File: src/rtl/branch_seq_ctrl.sv
// branch_seq_ctrl: sequences PC redirect, pipeline flush and RET stack fetch after EX branch resolution.
// Optional feature: define BR_SEQ_STATS_EN to add saturating taken_cnt / ret_cnt outputs.
module branch_seq_ctrl #(
    parameter int PC_W      = 8,
    parameter int FLUSH_CYC = 2,
    parameter int MEM_TMO   = 15
) (
    input  logic            clk,
    input  logic            rst_n,
    input  logic            br_valid,
    input  logic [2:0]      btype,
    input  logic            b_take,
    input  logic [PC_W-1:0] br_target,
    input  logic            mem_rd_ack,
    input  logic [PC_W-1:0] mem_rd_data,
    input  logic            err_clr,
    output logic            pc_load,
    output logic [PC_W-1:0] pc_next,
    output logic            flush_o,
    output logic            stall_o,
    output logic            mem_rd_req,
    output logic            busy,
    output logic            ret_err
`ifdef BR_SEQ_STATS_EN
    ,
    output logic [15:0]     taken_cnt,
    output logic [15:0]     ret_cnt
`endif
);

    localparam logic [2:0] BT_NONE    = 3'b000;
    localparam logic [2:0] BT_RET     = 3'b111;
    localparam logic [7:0] TMO_LIMIT  = 8'(MEM_TMO);
    localparam logic [2:0] FLUSH_LAST = 3'(FLUSH_CYC - 1);

    typedef enum logic [1:0] {
        S_IDLE,
        S_RET_RD,
        S_FLUSH
    } state_e;

    state_e          state_q, state_d;
    logic [7:0]      wait_cnt_q, wait_cnt_d;
    logic [2:0]      flush_cnt_q, flush_cnt_d;
    logic [PC_W-1:0] pc_next_q, pc_next_d;
    logic            pc_load_q, pc_load_d;
    logic            ret_err_q, ret_err_d;
    logic            timeout;

    // NOTE: every variable gets a default before the case so no path leaves it unassigned (no latch).
    always_comb begin
        state_d     = state_q;
        wait_cnt_d  = wait_cnt_q;
        flush_cnt_d = flush_cnt_q;
        pc_next_d   = pc_next_q;
        pc_load_d   = 1'b0;
        timeout     = 1'b0;

        case (state_q)
            S_IDLE: begin
                if (br_valid) begin
                    if (btype == BT_RET) begin
                        state_d    = S_RET_RD;
                        wait_cnt_d = '0;
                    end else if (btype != BT_NONE && b_take) begin
                        state_d     = S_FLUSH;
                        flush_cnt_d = '0;
                        pc_next_d   = br_target;
                        pc_load_d   = 1'b1;
                    end
                end
            end
            S_RET_RD: begin
                // An ack arriving on the timeout edge still completes the fetch.
                if (mem_rd_ack) begin
                    state_d     = S_FLUSH;
                    flush_cnt_d = '0;
                    pc_next_d   = mem_rd_data;
                    pc_load_d   = 1'b1;
                end else begin
                    wait_cnt_d = wait_cnt_q + 8'd1;
                    if (wait_cnt_d == TMO_LIMIT) begin
                        timeout = 1'b1;
                        state_d = S_IDLE;
                    end
                end
            end
            S_FLUSH: begin
                if (flush_cnt_q == FLUSH_LAST) begin
                    state_d = S_IDLE;
                end else begin
                    flush_cnt_d = flush_cnt_q + 3'd1;
                end
            end
            default: state_d = S_IDLE;
        endcase

        if (timeout) begin
            ret_err_d = 1'b1;
        end else if (err_clr) begin
            ret_err_d = 1'b0;
        end else begin
            ret_err_d = ret_err_q;
        end
    end

    // NOTE: state registers use non-blocking assignments so all flops update together at the edge.
    always_ff @(posedge clk or negedge rst_n) begin
        if (!rst_n) begin
            state_q     <= S_IDLE;
            wait_cnt_q  <= '0;
            flush_cnt_q <= '0;
            pc_next_q   <= '0;
            pc_load_q   <= 1'b0;
            ret_err_q   <= 1'b0;
        end else begin
            state_q     <= state_d;
            wait_cnt_q  <= wait_cnt_d;
            flush_cnt_q <= flush_cnt_d;
            pc_next_q   <= pc_next_d;
            pc_load_q   <= pc_load_d;
            ret_err_q   <= ret_err_d;
        end
    end

    // Status decodes straight from state, so reset drops mem_rd_req without waiting for a clock.
    assign pc_load    = pc_load_q;
    assign pc_next    = pc_next_q;
    assign flush_o    = (state_q == S_FLUSH);
    assign stall_o    = (state_q == S_RET_RD);
    assign mem_rd_req = (state_q == S_RET_RD);
    assign busy       = (state_q != S_IDLE);
    assign ret_err    = ret_err_q;

`ifdef BR_SEQ_STATS_EN
    logic [15:0] taken_cnt_q;
    logic [15:0] ret_cnt_q;
    logic        ret_done;

    assign ret_done = (state_q == S_RET_RD) && mem_rd_ack;

    always_ff @(posedge clk or negedge rst_n) begin
        if (!rst_n) begin
            taken_cnt_q <= '0;
            ret_cnt_q   <= '0;
        end else if (err_clr) begin
            taken_cnt_q <= '0;
            ret_cnt_q   <= '0;
        end else begin
            if (pc_load_q && taken_cnt_q != 16'hFFFF) begin
                taken_cnt_q <= taken_cnt_q + 16'd1;
            end
            if (ret_done && ret_cnt_q != 16'hFFFF) begin
                ret_cnt_q <= ret_cnt_q + 16'd1;
            end
        end
    end

    assign taken_cnt = taken_cnt_q;
    assign ret_cnt   = ret_cnt_q;
`endif

endmodule
File: config.mk
export PLATFORM = sky130hd
export DESIGN_NAME = branch_seq_ctrl
export DESIGN_NICKNAME = d
export VERILOG_FILES = /design/src/rtl/branch_seq_ctrl.sv
export SDC_FILE = /design/constraint.sdc
export NUM_CORES = 1
export LEC_CHECK = 0
export ABC_CLOCK_PERIOD_IN_PS = 1500
export CAP_MARGIN = 20
export CORE_MARGIN = 3
export CORE_UTILIZATION = 30
export CTS_CLUSTER_DIAMETER = 40
export DETAILED_ROUTE_END_ITERATION = 10
export HOLD_SLACK_MARGIN = 0.08
export PLACE_DENSITY = 0.65
export SLEW_MARGIN = 40
export SYNTH_ARGS = -nofsm -noshare
export SYNTH_HDL_FRONTEND = slang
export SYNTH_SLANG_ARGS = --single-unit
export TNS_END_PERCENT = 30
File: constraint.sdc
create_clock -name clk -period 1.5 [get_ports clk]
set_input_delay 0.45 -clock clk [delete_from_list [all_inputs] [get_ports clk]]
set_output_delay 0.45 -clock clk [all_outputs]
set_load 0.01 [all_outputs]
==> results_dict.tcl, run 1 <==
set metrics [dict create \
    grt_use_total 0.147 \
    path_class "reg -> reg" \
    crit-reg2reg-launch "state_q[1]" \
    placement.io_buffers 38 \
    placeableCoreArea_um2 4060 \
    route.vias.total 1190 \
    routed_wirelength_um 3640 \
    boundaryPins 39 \
    yosysWarningCount 0 \
    clockRootBuffer "sky130_fd_sc_hd__clkbuf_8" \
    post-route-drc-count 0 \
    clock_path_buffers 2 \
    post_route_setup_slack_ns -0.0641 \
    detail_route.vias_per_cell 5.00 \
    clock_latency_ns 0.26 \
    final_nets 218 \
    grt_setup_unrepaired "true" \
    dr.pass1.iters 4 \
    seq_area_frac_synth 0.449 \
    r2r_slack_ns -0.06 \
    tritoncts.num_buffers 3 \
    clock_pin_transition_on_the_worst_setup_and_hold_timing_paths_ns 0.08 \
    slew_headroom 0.709 \
    netlist_instances 127 \
    post-route-period-util 1.04 \
    synthDistinctLibCells 38 \
    holdPathStages 2 \
    post-route-cell-area_um2 2050 \
    hp-start "pc_next[5]" \
    synth.ff_latch_count 23 \
    holdBufCountCts 0 \
    tritoncts "done" \
    chipWidth_um 71.4 \
    crit_path_top_delay_cell "sky130_fd_sc_hd__or3b_4" \
    syn-num-nets 156 \
    chipHeight_um 71.4 \
    timing.final.setup_violations 9 \
    max_cap_violations 0 \
    diodes 0 \
    timing.rr.end "wait_cnt_q[4]" \
    setup.worst_path.end_class "register" \
    cellLeakagePower_nw 0.913 \
    gpl.final_weighted_congestion 0.831 \
    report.final.slew_viol_count 0 \
    post_route_antenna_net_violation_count 0 \
    first_pass_grt_wire_length_um 5950 \
    fmax_ghz 0.639 \
    critical_path.startpoint_type "register" \
    die_area_um2 5090 \
    avgSynthCellArea_um2 10.1 \
    grt_max_degree 24 \
    avgRoutedWirePerCell_um 15.3 \
    worstMarginPinSlew_ns 0.433 \
    number_of_global_route_vias_before_repair 1318 \
    critical_path_peak_fanout 6 \
    power_per_cell_area_nw_per_um2 1150 \
    areaGrowthSynthToFinish_pct 60.2 \
    hpwl_um 2700 \
    syn_std_cell_area_um2 1280 \
    cp_data_required_time_ns 1.67 \
    min_path_type "reg -> reg" \
    number_of_filler_instances_in_the_final_layout 358 \
    fin_crit_ns 1.56 \
    critical_path.n_buffers_inverters 2 \
    peakVddDrop_mv 0.932 \
    number_of_endpoints_with_negative_hold_slack_in_the_final_report 0 \
    worst_r2r_path_depth 6 \
    postPlaceCellArea_um2 1820 \
    failed_checks "negative setup slack" \
    outcome "finished, violations left" \
    cpPeakStageDelay_ns 0.44 \
    crit_path_cell_trace "buf_6 > or3b_4 > buf_6 > and2b_1 > o31ai_1 > o31ai_1" \
    timing.critical_path.from "state_q[1]" \
    fin_setup_tns_ns -0.436 \
    placement.setup.worst_slack_ns -0.572 \
    fin_total_pwr_mw 2.36 \
    total_grt_overflow 0 \
    cts.sink_count 23 \
    final.hold.worst_slack_ns 0.481 \
    layout-drive-gt1-share 0.335 \
    placement_rows 23 \
    final.setup_skew_ns 0.00811 \
    drt-initial-drc-count 36 \
    whs_endpoint "pc_next[5]" \
    ctsHtreeMaxLevel 1 \
    initial_core_util 0.316 \
    worst_ep_arrival_time_ns 1.73 \
    crit_family "simple AND/OR/NAND/NOR gates" \
    number_of_antenna_violations_at_the_first_check_in_global_routing 0 \
]
## sequential cells by signal (all words and copies together) (netlist names)
register	cells
wait_cnt_q	8
state_q	2
pc_load	1
ret_err	1
flush_cnt_q	3
pc_next	8
## cell usage in the layout, fill, tap and decap left out, drive strengths merged, types with 4 or more instances in the layout
cell type / Yosys / routed
dlygate4sd2: 0 / 13
o21ai: 15 / 15
clkdlybuf4s50: 0 / 19
nand3: 6 / 6
nand4: 4 / 4
dfrtp: 23 / 23
nand2: 10 / 10
inv: 5 / 5
mux2i: 9 / 9
o31ai: 8 / 8
buf: 8 / 31
nor2: 6 / 6
ha: 4 / 4
## power breakdown
group	internal, mW	switching (mW)	leakage (nW)
Combinational	0.558	0.521	0.586
Sequential	0.793	0.113	0.302
Clock	0.185	0.191	0.0255
## worst reg2reg max path, stage by stage, from the launching register on
cell                      delay [ns]
sky130_fd_sc_hd__dfrtp_1        0.42
sky130_fd_sc_hd__buf_6          0.14
sky130_fd_sc_hd__or3b_4         0.44
sky130_fd_sc_hd__buf_6          0.15
sky130_fd_sc_hd__and2b_1        0.18
sky130_fd_sc_hd__o31ai_1        0.06
sky130_fd_sc_hd__o31ai_1        0.08
## layer usage
metal / GRT usage / routed length (um) / up-vias
li1: - / - / 582
met1: 0.167 / 1480 / 569
met2: 0.270 / 1960 / 33
met3: 0.0295 / 112 / 6
met4: 0.0501 / 88 / 0
met5: 0 / 0 / -
## through the flow
| step | utilization | cells |
|---|---|---|
| 6_report | 0.506 | 238 |
| 5_1_grt | 0.506 | 238 |
| 4_1_cts | 0.488 | 237 |
| 3_5_place_dp | 0.447 | 226 |
| 3_3_place_gp | 0.447 | 226 |
| 2_1_floorplan | - | 127 |
## cell families after synthesis
| family | synth area share |
|---|---|
| flops | 0.449 |
| fa+ha+maj | 0.0391 |
| simple gates | 0.177 |
| buf+inv | 0.0566 |
| mux | 0.0791 |
| compound gates | 0.179 |
| xor+xnor | 0.0205 |
## final cells by class
cell class | instances | area [um2] | area share
flip-flops and latches | 23 | 576 | 0.280
repair buffers | 65 | 592 | 0.288
well taps | 50 | 62.6 | 0.0305
inverters | 5 | 18.8 | 0.00915
clock buffers | 3 | 41.3 | 0.0201
multi-input cells | 91 | 757 | 0.369
clock inverters | 1 | 5.00 | 0.00244
## synthesized netlist by cell type
master                      count  area (um2)
sky130_fd_sc_hd__dfrtp_1       23         576
sky130_fd_sc_hd__o32ai_1        1        8.76
sky130_fd_sc_hd__inv_2          1        3.75
sky130_fd_sc_hd__mux2i_1        9        90.1
sky130_fd_sc_hd__buf_4          3        22.5
sky130_fd_sc_hd__a41oi_1        1        8.76
sky130_fd_sc_hd__nand4_1        4        25.0
sky130_fd_sc_hd__o31a_1         1        8.76
sky130_fd_sc_hd__nor4b_1        1        8.76
sky130_fd_sc_hd__a21o_1         1        7.51
sky130_fd_sc_hd__or3b_4         1        11.3
sky130_fd_sc_hd__and2b_1        2        15.0
sky130_fd_sc_hd__xor2_1         1        8.76
sky130_fd_sc_hd__nand2b_1       1        6.26
sky130_fd_sc_hd__and4b_1        1        10.0
sky130_fd_sc_hd__nor2b_1        1        6.26
sky130_fd_sc_hd__buf_6          1        11.3
sky130_fd_sc_hd__ha_1           4        50.1
sky130_fd_sc_hd__a21oi_1        2        10.0
sky130_fd_sc_hd__o31ai_1        8        60.1
sky130_fd_sc_hd__xnor2_1        2        17.5
sky130_fd_sc_hd__o21ba_2        1        10.0
sky130_fd_sc_hd__and3b_2        1        10.0
sky130_fd_sc_hd__buf_2          4        20.0
sky130_fd_sc_hd__nand2_1       10        37.5
sky130_fd_sc_hd__o2bb2ai_1      1        8.76
sky130_fd_sc_hd__and2_1         1        6.26
sky130_fd_sc_hd__or2_2          2        12.5
sky130_fd_sc_hd__a31oi_1        1        6.26
sky130_fd_sc_hd__o41ai_2        1        16.3
sky130_fd_sc_hd__or3_1          2        12.5
sky130_fd_sc_hd__inv_1          4        15.0
sky130_fd_sc_hd__nor2_1         6        22.5
sky130_fd_sc_hd__nand3_1        6        30.0
sky130_fd_sc_hd__o21ai_0       15        75.1
sky130_fd_sc_hd__mux2_2         1        11.3
sky130_fd_sc_hd__and4bb_2       1        12.5
sky130_fd_sc_hd__a32oi_1        1        8.76
## how the worst max path moves through the flow
stage                         end  slack [ns]  cells past startpoint
global route        wait_cnt_q[4]       -0.14                      6
floorplan              state_q[0]       -0.01                      5
detailed placement  wait_cnt_q[7]       -0.57                      5
finish              wait_cnt_q[4]       -0.06                      6
global placement    wait_cnt_q[6]       -0.51                      5
CTS                    state_q[0]       -0.09                      5
## timing repair
action / CTS / global route
buffers inserted: 7 / 1
hold endpoints to repair: 0 / 0
setup endpoints to repair: 37 / 26
gates resized for setup: 58 / 21
pin swaps: 7 / 3
Power figures use the tool's default switching activity.
==> run 2, diff against run 1 <==
CORE_MARGIN = 1.5   (was 3)
==> run 2 against run 1 <==
- via count grew 1.3%
- routed wire length shrank 1.9%
- count of clock-buffer cells in the layout is the same
- global-route usage grew 1.8 points
- register-to-register slack lost 0.05 ns
- the flow still finishes with violations (negative setup slack)
- cell count grew 1.3%
- clock power grew 6.6%
- clock skew shrank 0.0046 ns
- worst hold slack gained 0.021 ns
- sequential power grew 2.4%
- highest routed layer unchanged
==> results_dict.tcl, run 2 (synthesized netlist as in run 1, its figures left out) <==
set metrics [dict create \
    power_per_cell_area_nw_per_um2 1150 \
    routed_wirelength_um 3570 \
    post-route-cell-area_um2 2150 \
    tritoncts "done" \
    placement.io_buffers 38 \
    placement.setup.worst_slack_ns -0.516 \
    placed_cells 228 \
    max_cap_violations 0 \
    areaGrowthSynthToFinish_pct 67.5 \
    holdBufCountCts 0 \
    clockRootBuffer "sky130_fd_sc_hd__clkbuf_8" \
    layout.cells.most_common "sky130_fd_sc_hd__dfrtp_1" \
    route.vias.total 1206 \
    initial_core_util 0.316 \
    cts.sink_count 23 \
    layout.cells.non_filler 241 \
    drt-initial-drc-count 27 \
    avgRoutedWirePerCell_um 14.8 \
    grt_use_total 0.165 \
    placeableCoreArea_um2 4060 \
    report.final.slew_viol_count 0 \
    total_grt_overflow 0 \
    clock_pin_transition_on_the_worst_setup_and_hold_timing_paths_ns 0.09 \
    grt_setup_unrepaired "true" \
    slew_headroom 0.708 \
    post_route_setup_slack_ns -0.131 \
    setup.worst_path.end_class "output pin" \
    grt_use_met2 0.266 \
    worstMarginPinSlew_ns 0.435 \
    chipHeight_um 68.4 \
    diodes 0 \
    cellLeakagePower_nw 0.937 \
    commonest_cells_after_routing_fill_and_taps_aside "sky130_fd_sc_hd__dfrtp_1, sky130_fd_sc_hd__clkdlybuf4s50_1, sky130_fd_sc_hd__buf_4" \
    fmax_ghz 0.613 \
    number_of_global_route_vias_before_repair 1235 \
    fin_crit_ns 1.63 \
    first_pass_grt_wire_length_um 5780 \
    met1_usage 0.221 \
    peakVddDrop_mv 0.524 \
    failed_checks "negative setup slack" \
    final.setup_skew_ns 0.00351 \
    timing.final.setup_violations 19 \
    placement_rows 23 \
    hpwl_um 2330 \
    clock_path_buffers 2 \
    critical_path.startpoint_type "register" \
    postPlaceCellArea_um2 1830 \
    pwr-share-comb 0.461 \
    clock_latency_ns 0.27 \
    final.hold.worst_slack_ns 0.501 \
    number_of_endpoints_with_negative_hold_slack_in_the_final_report 0 \
    critical_path_peak_fanout 4 \
    share_seq_of_total_power 0.376 \
    cp_data_required_time_ns 1.05 \
    post-route-period-util 1.09 \
    die_area_um2 4670 \
    chipWidth_um 68.4 \
    switchingPower_uw 877 \
    outcome "finished, violations left" \
    layout-drive-gt1-share 0.382 \
    tritoncts.num_buffers 3 \
    number_of_antenna_violations_at_the_first_check_in_global_routing 0 \
    grt_max_degree 24 \
    final_nets 221 \
    final_util 0.529 \
    share_clk_of_total_power 0.162 \
    detail_route.vias_per_cell 5.00 \
    min_path_type "reg -> reg" \
    path_class "reg -> out" \
    grt-busiest-layer "met2" \
    boundaryPins 39 \
    internal-power_mw 1.59 \
    gr-usage-met3 0.0247 \
    post_route_antenna_net_violation_count 0 \
    post-route-drc-count 0 \
    gpl.final_weighted_congestion 0.763 \
    worst_ep_arrival_time_ns 1.18 \
    p_sw_frac 0.356 \
    dr.pass1.iters 4 \
    ctsHtreeMaxLevel 1 \
]
==> run 2: path summary, 6_finish.rpt <==
check	startpoint	cells past startpoint	slack, ns	to
max	state_q[1]	4	-0.13	mem_rd_req
min	pc_next[1]	2	0.50	pc_next[1]
max reg2reg	state_q[1]	6	-0.11	wait_cnt_q[7]
min reg2reg	pc_next[1]	2	0.50	pc_next[1]
max in group asynchronous	rst_n	2	0.72	wait_cnt_q[4]
min in group asynchronous	rst_n	2	0.53	pc_next[7]
==> run 2: worst max-delay path: stages (launching register included) <==
cell and delay, ns:
sky130_fd_sc_hd__dfrtp_1 0.43, sky130_fd_sc_hd__buf_6 0.14, sky130_fd_sc_hd__nor2b_4 0.12, sky130_fd_sc_hd__buf_6 0.12, sky130_fd_sc_hd__buf_6 0.09
==> run 2: what timing repair did <==
item                       CTS  global route
setup endpoints to repair   37            26
pin swaps                   16             2
setup buffers                6             0
gates cloned                 3             0
resized for setup           76            21
==> run 2: area by class of cell <==
| cell class | instances | area [um2] |
|---|---|---|
| Multi-Input combinational cell | 92 | 827 |
| Clock inverter | 1 | 7.51 |
| Fill cell | 352 | 1910 |
| Sequential cell | 23 | 578 |
| Inverter | 5 | 18.8 |
| Clock buffer | 3 | 41.3 |
| Timing Repair Buffer | 67 | 611 |
| Tap cell | 50 | 62.6 |
==> run 2: per-layer routing <==
metal	part of all wire	wire, um
met1	0.46	1650
met2	0.50	1770
met3	0.033	118
met4	0.0087	31
met5	0	0
==> run 2: power groups by stage <==
stage / combinational, mW / clock, mW / sequential (mW)
final: 1.14 / 0.401 / 0.928
after floorplan: 0.376 / 0 / 0.966
after detailed placement: 0.970 / 0 / 0.930
after CTS: 1.07 / 0.402 / 0.915
after global routing: 1.24 / 0.434 / 0.954
after global placement: 0.946 / 0 / 0.921
==> run 2: per-stage QoR <==
step | power, mW | setup TNS, ns
after floorplan | 1.34 | -0.0124
after global placement | 1.87 | -10.25
after detailed placement | 1.90 | -10.73
after CTS | 2.39 | -1.01
after global routing | 2.63 | -2.37
final | 2.47 | -1.04
==> run 3, diff against run 2 <==
GPL_TIMING_DRIVEN = 0   (was not set)
==> run 3 against run 2 <==
- the run still ends with negative setup slack left
- final area fell by 7.1%
- die area stayed put
- register-to-register slack is essentially flat
- sequential share of layout area grew 2.0 points
- power down 4.1%
==> results_dict.tcl, run 3 (synthesized netlist as in run 1, its figures left out) <==
set metrics [dict create \
    placement.setup.worst_slack_ns -0.601 \
    grt_max_degree 24 \
    layout.cells.most_common "sky130_fd_sc_hd__dfrtp_1" \
    avgRoutedWirePerCell_um 14.7 \
    tritoncts.num_buffers 3 \
    tritoncts "done" \
    hpwl_um 2210 \
    placeableCoreArea_um2 4060 \
    share_seq_of_total_power 0.382 \
    worst_ep_arrival_time_ns 1.19 \
    post-route-period-util 1.09 \
    clock_latency_ns 0.27 \
    cp_data_required_time_ns 1.05 \
    initial_core_util 0.316 \
    number_of_endpoints_with_negative_hold_slack_in_the_final_report 0 \
    boundaryPins 39 \
    slew_headroom 0.644 \
    crit-reg2reg-launch "state_q[0]" \
    die_area_um2 4670 \
    dr.pass1.iters 4 \
    placed_cells 215 \
    final_util 0.491 \
    ctsHtreeMaxLevel 1 \
    diodes 0 \
    timing.critical_path.from "state_q[1]" \
    gpl.final_weighted_congestion 0.795 \
    r2r_slack_ns -0.12 \
    failed_checks "negative setup slack" \
    first_pass_grt_wire_length_um 5550 \
    final.setup_skew_ns 0.00613 \
    fin_total_pwr_mw 2.36 \
    outcome "finished, violations left" \
    grt_use_total 0.160 \
    areaGrowthSynthToFinish_pct 55.6 \
    post-route-drc-count 0 \
    number_of_global_route_vias_before_repair 1223 \
    commonest_cells_after_routing_fill_and_taps_aside "sky130_fd_sc_hd__dfrtp_1, sky130_fd_sc_hd__buf_4, sky130_fd_sc_hd__clkdlybuf4s50_1" \
    pwr-share-comb 0.448 \
    min_path_type "in -> async" \
    total_grt_overflow 0 \
    layout-drive-gt1-share 0.296 \
    routed_wirelength_um 3510 \
    setup.worst_path.end_class "output pin" \
    peakVddDrop_mv 0.587 \
    switchingPower_uw 824 \
    critical_path.startpoint_type "register" \
    clock_pin_transition_on_the_worst_setup_and_hold_timing_paths_ns 0.09 \
    worstMarginPinSlew_ns 0.535 \
    route.vias.total 1217 \
    placement_rows 23 \
    critical_path_peak_fanout 4 \
    path_class "reg -> out" \
    layout.cells.non_filler 239 \
    timing.final.setup_violations 18 \
    post_route_setup_slack_ns -0.140 \
    share_clk_of_total_power 0.170 \
    fmax_ghz 0.610 \
    internal-power_mw 1.54 \
    detail_route.vias_per_cell 5.09 \
    number_of_antenna_violations_at_the_first_check_in_global_routing 0 \
    post_route_antenna_net_violation_count 0 \
    final_nets 219 \
    drt-initial-drc-count 37 \
    placement.io_buffers 38 \
    chipHeight_um 68.4 \
    max_cap_violations 0 \
    holdBufCountCts 0 \
    chipWidth_um 68.4 \
    number_of_filler_instances_in_the_final_layout 375 \
    clockRootBuffer "sky130_fd_sc_hd__clkbuf_8" \
    power_per_cell_area_nw_per_um2 1190 \
    report.final.slew_viol_count 0 \
    clock_path_buffers 2 \
    p_sw_frac 0.349 \
    fin_crit_ns 1.64 \
    cellLeakagePower_nw 0.910 \
    grt_setup_unrepaired "true" \
    cts.sink_count 23 \
    fin_setup_tns_ns -1.46 \
]
run 3: cell count changes in the layout (fill, tap and decap cells not counted), sizes merged:
cell,change
clkbuf,-1
clkdlybuf4s50,-1
dlygate4sd2,+1
or3b,-1
run 3: per-layer routing:
| metal | GRT usage | vias up | wire (um) |
|---|---|---|---|
| met5 | 0 | - | 0 |
| met2 | 0.263 | 34 | 1710 |
| met1 | 0.209 | 591 | 1610 |
| met3 | 0.0296 | 6 | 146 |
| li1 | - | 586 | - |
| met4 | 0.0575 | 0 | 43 |
run 3: through the flow:
step                hold WS [ns]  area [um2]
finish                     0.151        1990
global route               0.188        1990
CTS                        0.169        1970
detailed placement         0.464        1720
global placement           0.469        1730
floorplan                  0.154        1280
run 3: worst max-delay path, stage by stage, from the launching register on:
cell and delay, ns:
sky130_fd_sc_hd__dfrtp_1 0.43, sky130_fd_sc_hd__buf_6 0.14, sky130_fd_sc_hd__or2_4 0.23, sky130_fd_sc_hd__buf_6 0.12
run 3: cell type report:
type	instances	area (um2)	share of cell area
Buffer	8	76.3	0.0383
Clock buffer	3	41.3	0.0207
Clock inverter	1	7.51	0.00377
Inverter	5	18.8	0.00942
Multi-Input combinational cell	91	698	0.350
Sequential cell	23	577	0.289
Tap cell	50	62.6	0.0314
Timing Repair Buffer	58	512	0.257
run 3: final timing paths:
path,cells past startpoint,endpoint
max,3,busy
max reg2reg,8,flush_cnt_q[0]
max in group asynchronous,1,wait_cnt_q[0]
min,1,flush_cnt_q[0]
min in group clk,2,pc_next[5]
min reg2reg,2,pc_next[5]
run 3: power groups by stage:
stage | sequential [mW] | combinational (mW) | clock [mW]
after global placement | 0.931 | 0.848 | 0
after CTS | 0.901 | 1.04 | 0.409
after global routing | 0.926 | 1.17 | 0.432
final | 0.902 | 1.06 | 0.403
after detailed placement | 0.939 | 0.875 | 0
after floorplan | 0.966 | 0.376 | 0
run 3: what timing repair did:
| action | 4_1_cts | 5_1_grt |
|---|---|---|
| pin swaps | 10 | 2 |
| gates resized for setup | 59 | 7 |
| gates cloned | 2 | 0 |
| endpoints found under the setup margin | 37 | 26 |
| setup buffers | 18 | 0 |
